$ cat config.mk
export PLATFORM = sky130hd
export DESIGN_NAME = uart_boot_loader_ctrl
export DESIGN_NICKNAME = d
export VERILOG_FILES = /design/src/rtl/uart_boot_loader_ctrl.sv
export SDC_FILE = /design/constraint.sdc
export NUM_CORES = 1
export LEC_CHECK = 0
export BUFFER_PORTS_ARGS = -buffer_cell sky130_fd_sc_hd__buf_2
export CAP_MARGIN = 5
export CORE_MARGIN = 1.5
export CORE_UTILIZATION = 57
export CTS_BUF_LIST = sky130_fd_sc_hd__clkbuf_4
export CTS_CLUSTER_SIZE = 24
export DETAILED_ROUTE_END_ITERATION = 6
export PLACE_DENSITY = 0.79
export SLEW_MARGIN = 20
export SYNTH_ARGS = -nofsm -noshare
export SYNTH_HDL_FRONTEND = slang
export SYNTH_SLANG_ARGS = --single-unit
$ cat constraint.sdc
create_clock -name clk -period 5.9 [get_ports clk]
set_input_delay 0.59 -clock clk [delete_from_list [all_inputs] [get_ports clk]]
set_output_delay 0.59 -clock clk [all_outputs]
set_load 0.005 [all_outputs]
$ cat src/rtl/uart_boot_loader_ctrl.sv
// UART boot loader: handshake, address/length header, payload written as 32-bit words, Adler-32 check.
// Single clock; mem_we held until mem_ack; tx_valid held until tx_ready; timeout and overrun abort the session.
module uart_boot_loader_ctrl #(
  parameter int unsigned TIMEOUT_CYCLES = 1000000
) (
  input  logic        clk,
  input  logic        reset,
  input  logic [7:0]  rx_data,
  input  logic        rx_valid,
  output logic [7:0]  tx_data,
  output logic        tx_valid,
  input  logic        tx_ready,
  output logic [31:0] mem_addr,
  output logic [31:0] mem_wdata,
  output logic [3:0]  mem_wstrb,
  output logic        mem_we,
  input  logic        mem_ack,
  output logic        core_hold,
  output logic        done,
  output logic        err
);

  localparam int TW = (TIMEOUT_CYCLES > 1) ? $clog2(TIMEOUT_CYCLES) : 1;
  localparam logic [16:0] ADLER_MOD = 17'd65521;

  typedef enum logic [3:0] {
    IDLE, ECHO_C, WAIT_S, WAIT_CMD, ADDR, LEN, PAYLOAD, FLUSH, CSUM, RESP
  } state_t;

  state_t      state, nxt;
  logic [TW-1:0] timer;
  logic [1:0]  sub_cnt;
  logic [15:0] pay_cnt, len, word_idx;
  logic [31:0] base, csum, asm_word;
  logic [3:0]  asm_strb;
  logic [15:0] s1, s2;
  logic        match;

  logic        tx_hs, timed, timeout, last, word_done, wr_busy, abort;
  logic [1:0]  lane;
  logic [31:0] asm_nxt;
  logic [3:0]  strb_nxt;
  logic [16:0] s1_sum, s2_sum;
  logic [15:0] s1_new, s2_new;
  logic [15:0] len_full;

  always_comb begin
    tx_hs     = tx_valid && tx_ready;
    timed     = (state != IDLE) && (state != ECHO_C) && (state != RESP);
    timeout   = timed && !rx_valid && (timer == TW'(TIMEOUT_CYCLES - 1));
    lane      = pay_cnt[1:0];
    last      = (pay_cnt == len - 16'd1);
    word_done = (state == PAYLOAD) && rx_valid && ((lane == 2'd3) || last);
    // A write acked this very edge frees the write register for the next word.
    wr_busy   = mem_we && !mem_ack;
    asm_nxt   = asm_word | ({24'b0, rx_data} << {lane, 3'b000});
    strb_nxt  = asm_strb | (4'b0001 << lane);
    s1_sum    = {1'b0, s1} + {9'b0, rx_data};
    s1_new    = (s1_sum >= ADLER_MOD) ? 16'(s1_sum - ADLER_MOD) : s1_sum[15:0];
    s2_sum    = {1'b0, s2} + {1'b0, s1_new};
    s2_new    = (s2_sum >= ADLER_MOD) ? 16'(s2_sum - ADLER_MOD) : s2_sum[15:0];
    len_full  = {rx_data, len[15:8]};
  end

  always_comb begin
    nxt      = state;
    abort    = 1'b0;
    tx_valid = 1'b0;
    tx_data  = 8'h00;
    case (state)
      IDLE:     if (rx_valid && rx_data == 8'h43) nxt = ECHO_C;
      ECHO_C: begin
        tx_valid = 1'b1;
        tx_data  = 8'h43;
        if (tx_hs) nxt = WAIT_S;
      end
      WAIT_S:   if (rx_valid) begin
        if (rx_data == 8'h53) nxt = WAIT_CMD;
        else abort = 1'b1;
      end
      WAIT_CMD: if (rx_valid) begin
        if (rx_data == 8'h55) nxt = ADDR;
        else abort = 1'b1;
      end
      ADDR:     if (rx_valid && sub_cnt == 2'd3) nxt = LEN;
      LEN:      if (rx_valid && sub_cnt == 2'd1) nxt = (len_full == 16'd0) ? CSUM : PAYLOAD;
      PAYLOAD:  if (rx_valid) begin
        if (word_done && wr_busy) abort = 1'b1;
        else if (last) nxt = FLUSH;
      end
      FLUSH:    if (!wr_busy) nxt = CSUM;
      CSUM:     if (rx_valid && sub_cnt == 2'd3) nxt = RESP;
      RESP: begin
        tx_valid = 1'b1;
        tx_data  = match ? 8'h4F : 8'h4E;
        if (tx_hs) nxt = IDLE;
      end
      default:  nxt = IDLE;
    endcase
    if (timeout) abort = 1'b1;
    if (abort) nxt = IDLE;
  end

  always_ff @(posedge clk) begin
    if (reset) begin
      state     <= IDLE;
      timer     <= '0;
      sub_cnt   <= '0;
      pay_cnt   <= '0;
      len       <= '0;
      word_idx  <= '0;
      base      <= '0;
      csum      <= '0;
      asm_word  <= '0;
      asm_strb  <= '0;
      s1        <= 16'd1;
      s2        <= 16'd0;
      match     <= 1'b0;
      mem_addr  <= '0;
      mem_wdata <= '0;
      mem_wstrb <= '0;
      mem_we    <= 1'b0;
      core_hold <= 1'b0;
      done      <= 1'b0;
      err       <= 1'b0;
    end else begin
      state <= nxt;
      done  <= 1'b0;
      err   <= abort;
      if (!timed || rx_valid || abort) timer <= '0;
      else timer <= timer + TW'(1);
      if (mem_we && mem_ack) mem_we <= 1'b0;

      if (abort) begin
        mem_we    <= 1'b0;
        core_hold <= 1'b0;
      end else begin
        case (state)
          IDLE: if (rx_valid && rx_data == 8'h43) begin
            sub_cnt  <= '0;
            pay_cnt  <= '0;
            word_idx <= '0;
            asm_word <= '0;
            asm_strb <= '0;
            s1       <= 16'd1;
            s2       <= 16'd0;
          end
          WAIT_S: if (rx_valid) core_hold <= 1'b1;
          ADDR: if (rx_valid) begin
            sub_cnt <= sub_cnt + 2'd1;
            if (sub_cnt == 2'd3) base <= {base[23:0], rx_data[7:2], 2'b00};
            else base <= {base[23:0], rx_data};
          end
          LEN: if (rx_valid) begin
            len     <= len_full;
            sub_cnt <= (sub_cnt == 2'd1) ? 2'd0 : sub_cnt + 2'd1;
          end
          PAYLOAD: if (rx_valid) begin
            s1      <= s1_new;
            s2      <= s2_new;
            pay_cnt <= pay_cnt + 16'd1;
            if (word_done) begin
              mem_we    <= 1'b1;
              mem_addr  <= base + {14'b0, word_idx, 2'b00};
              mem_wdata <= asm_nxt;
              mem_wstrb <= strb_nxt;
              asm_word  <= '0;
              asm_strb  <= '0;
              word_idx  <= word_idx + 16'd1;
            end else begin
              asm_word <= asm_nxt;
              asm_strb <= strb_nxt;
            end
          end
          CSUM: if (rx_valid) begin
            csum    <= {rx_data, csum[31:8]};
            sub_cnt <= sub_cnt + 2'd1;
            if (sub_cnt == 2'd3) match <= ({rx_data, csum[31:8]} == {s2, s1});
          end
          RESP: if (tx_hs) begin
            core_hold <= 1'b0;
            done      <= match;
            err       <= !match;
          end
          default: ;
        endcase
      end
    end
  end

endmodule

==> run summary <==
Status: finished, final reports clean
Die area: 27300 µm²
Root buf cell: clkbuf_4
Crit Path Class: reg2reg
EDFF count, synth: 0
Fin Clk Skew: 0.0602 ns
Clk sinks: 271
Pwr Density: 219 nW/µm²
Fillers: 2072
Antenna violations before repair: 2
First-pass GRT wire length: 63.4 mm
Final Hold Violating Endpoints: 0
Post-cts hold buffer count: 0
Share of layout cells above drive strength 1: 0.205
Final WS setup: 0.261 ns
Finish-stage setup viols: 0
Vias in the first global route: 13000
Synthesized area: 15000 µm²
Critical Path Start Type: register
Number of H-tree levels: 3
Sequential area share after synthesis: 0.362
Fin cells: 2368
Port bufs: 90
Library cells used by synthesis: 93
Pin count of the biggest net entering global routing: 59
Highest clock rate: 177 MHz
Max cap viols: 0
# IOs: 94
Hpwl dp: 28.3 mm
Number of CTS-inserted buffers: 72
Die W: 165 µm
NetSw: 0.00100 W
Register area: 5430 µm²
Die Span Y: 165 µm
Multi-input logic area: 9120 µm²
Congestion Overflow GR: 0
GRT Overall Usage: 0.290
Ys flop type: dfxtp_1
Power share of the clock group: 0.418
Vias: 14000
Mapped Cells: 1823
Most common cell after layout, fill and taps aside: dfxtp_1
Worst min-delay path class: in2reg
Reg clk slew, reported paths: 0.06 ns
Nets@finish: 2060
Post-Place Setup Slack: -0.322 ns
Final wirelength: 40.0 mm
Most frequent cells in the layout: dfxtp_1, nand2_1, nor2_1, a21oi_1, buf_4
CTS tree: built
Comb power frac: 0.085
Via density: 5.91
WHS: 0.327 ns
Initial Util: 0.579
DRC: 0
Post-layout util: 0.666
Synth Area per Inst: 8.23 µm²
Flop pwr share: 0.497
Row cnt: 59
Static leakage: 6.84 nW
WP data required: 6.48 ns
Least-Margin Pin Slew: 1.04 ns
Core area: 25900 µm²
Int Pwr: 0.00277 W
Minimum clock period: 5.64 ns
Slew Limit Fails: 0
Synthesized flop and latch total: 271
CP max FO: 5
Cell Area, Placed: 16200 µm²
Reg-to-reg setup timing slack: 0.26 ns
Finished Cell Area: 17300 µm²
Relative slew slack: 0.305
Detail Route Antenna Nets: 0
Skew-Pair Late Insertion Delay: 0.71 ns
Final period utilization: 0.956
GPL Wtd Cong: 0.916
VDD IR max: 157 µV
Pre-Repair DR Iteration Count: 5
Drt initial violations: 1116
Critical Path End Type: register
Area Growth Syn to Fin: 15.0%
Arr. time, crit path: 6.22 ns
Synth async-reset ratio: 0
Synthesis Warnings: 0
Wire per inst: 16.9 µm
Sw frac: 0.266
Placed insts: 2248
Clock buffer depth: 3
## worst max-delay path, cell delays in order, from the launching register on
cell and delay, ns:
dfxtp_1 0.40, ha_1 0.23, fa_2 0.26, a21oi_2 0.07, o22a_1 0.19, and2_1 0.18, or3_1 0.37, o32a_1 0.19
a211o_4 0.38, buf_4 0.18, nor3_2 0.24, nand4_1 0.15, and2_1 0.24, ha_1 0.34, o21ai_0 0.14, buf_4 0.17
a32oi_1 0.19, o21ai_0 0.15, xnor2_1 0.19, nor4b_4 0.32, buf_4 0.17, nand2_1 0.08, or4bb_1 0.48, o21a_1 0.11
o21ai_0 0.13
## state kept, by name (all words and copies together) (netlist names)
signal,flops
len,16
base,32
timer,20
asm_strb,4
sub_cnt,2
err,1
mem_wstrb,4
mem_we,1
mem_addr,32
asm_word,32
s1,16
core_hold,1
state,4
s2,16
word_idx,16
done,1
match,1
pay_cnt,16
csum,24
mem_wdata,32
## layout make-up
class                           instances  share of cell area
Multi-Input combinational cell       1409               0.529
Inverter                               37             0.00805
Timing Repair Buffer                  197              0.0743
Sequential cell                       271               0.315
Clock inverter                         13             0.00457
Antenna cell                            2            0.000290
Clock buffer                          104              0.0453
Tap cell                              335              0.0243
## power by group through the flow
stage                     clock network, W  logic (W)  registers, W
final                              0.00158   0.000322       0.00187
after global routing               0.00172   0.000347       0.00188
after detailed placement                 0   0.000308       0.00191
after CTS                          0.00161   0.000311       0.00187
after floorplan                          0   0.000235       0.00189
after global placement                   0   0.000304       0.00191
## Yosys cell counts (19+ instances only)
cell type / number / share of area
a211oi_1: 49 / 0.025
a21oi_1: 153 / 0.051
and3_1: 32 / 0.013
clkbuf_1: 76 / 0.019
dfxtp_1: 271 / 0.36
ha_1: 56 / 0.047
inv_1: 37 / 0.0093
mux2i_1: 31 / 0.021
nand2_1: 236 / 0.059
nand2b_1: 25 / 0.010
nand3_1: 46 / 0.015
nand4_1: 19 / 0.0079
nor2_1: 224 / 0.056
nor3_1: 43 / 0.014
nor3_2: 22 / 0.015
nor4_1: 22 / 0.0092
o21ai_0: 40 / 0.013
xnor2_1: 81 / 0.047
xor2_1: 69 / 0.040
## kinds of logic (layout without fill, tap and decap cells)
| kind of cell | after synthesis | after routing | share of synthesized area |
|---|---|---|---|
| flops | 271 | 271 | 0.362 |
| xor+xnor | 150 | 150 | 0.0876 |
| buf+inv | 145 | 351 | 0.0441 |
| mux | 32 | 32 | 0.0214 |
| compound gates | 396 | 396 | 0.180 |
| simple gates | 769 | 769 | 0.254 |
| fa+ha+maj | 59 | 59 | 0.0507 |
| other cells | 1 | 5 | 0.000250 |
## final timing paths
check | from | to | depth (start not counted)
worst max-delay path | s1[0] | s2[13] | 24
worst max register to register | s1[0] | s2[13] | 24
worst min-delay path | rx_valid | core_hold | 3
worst min register to register | mem_addr[12] | mem_addr[12] | 2
## stage by stage
| stage | setup TNS (ns) | total power [W] |
|---|---|---|
| after floorplan | 0 | 0.00212 |
| after global placement | -0.684 | 0.00222 |
| after detailed placement | -3.60 | 0.00222 |
| after CTS | 0 | 0.00379 |
| after global routing | -0.179 | 0.00394 |
| final | 0 | 0.00377 |
## per-layer routing
metal | wire [µm] | GRT usage
met5 | 0 | 0
met4 | 1470 | 0.136
met3 | 2570 | 0.0490
met2 | 18300 | 0.463
met1 | 17700 | 0.382
## timing repair
action,in CTS,in global routing
gates resized for setup,0,30
buffers inserted,0,1
endpoints found under the setup margin,0,16
Note: power is estimated with default switching activity, not from simulation.
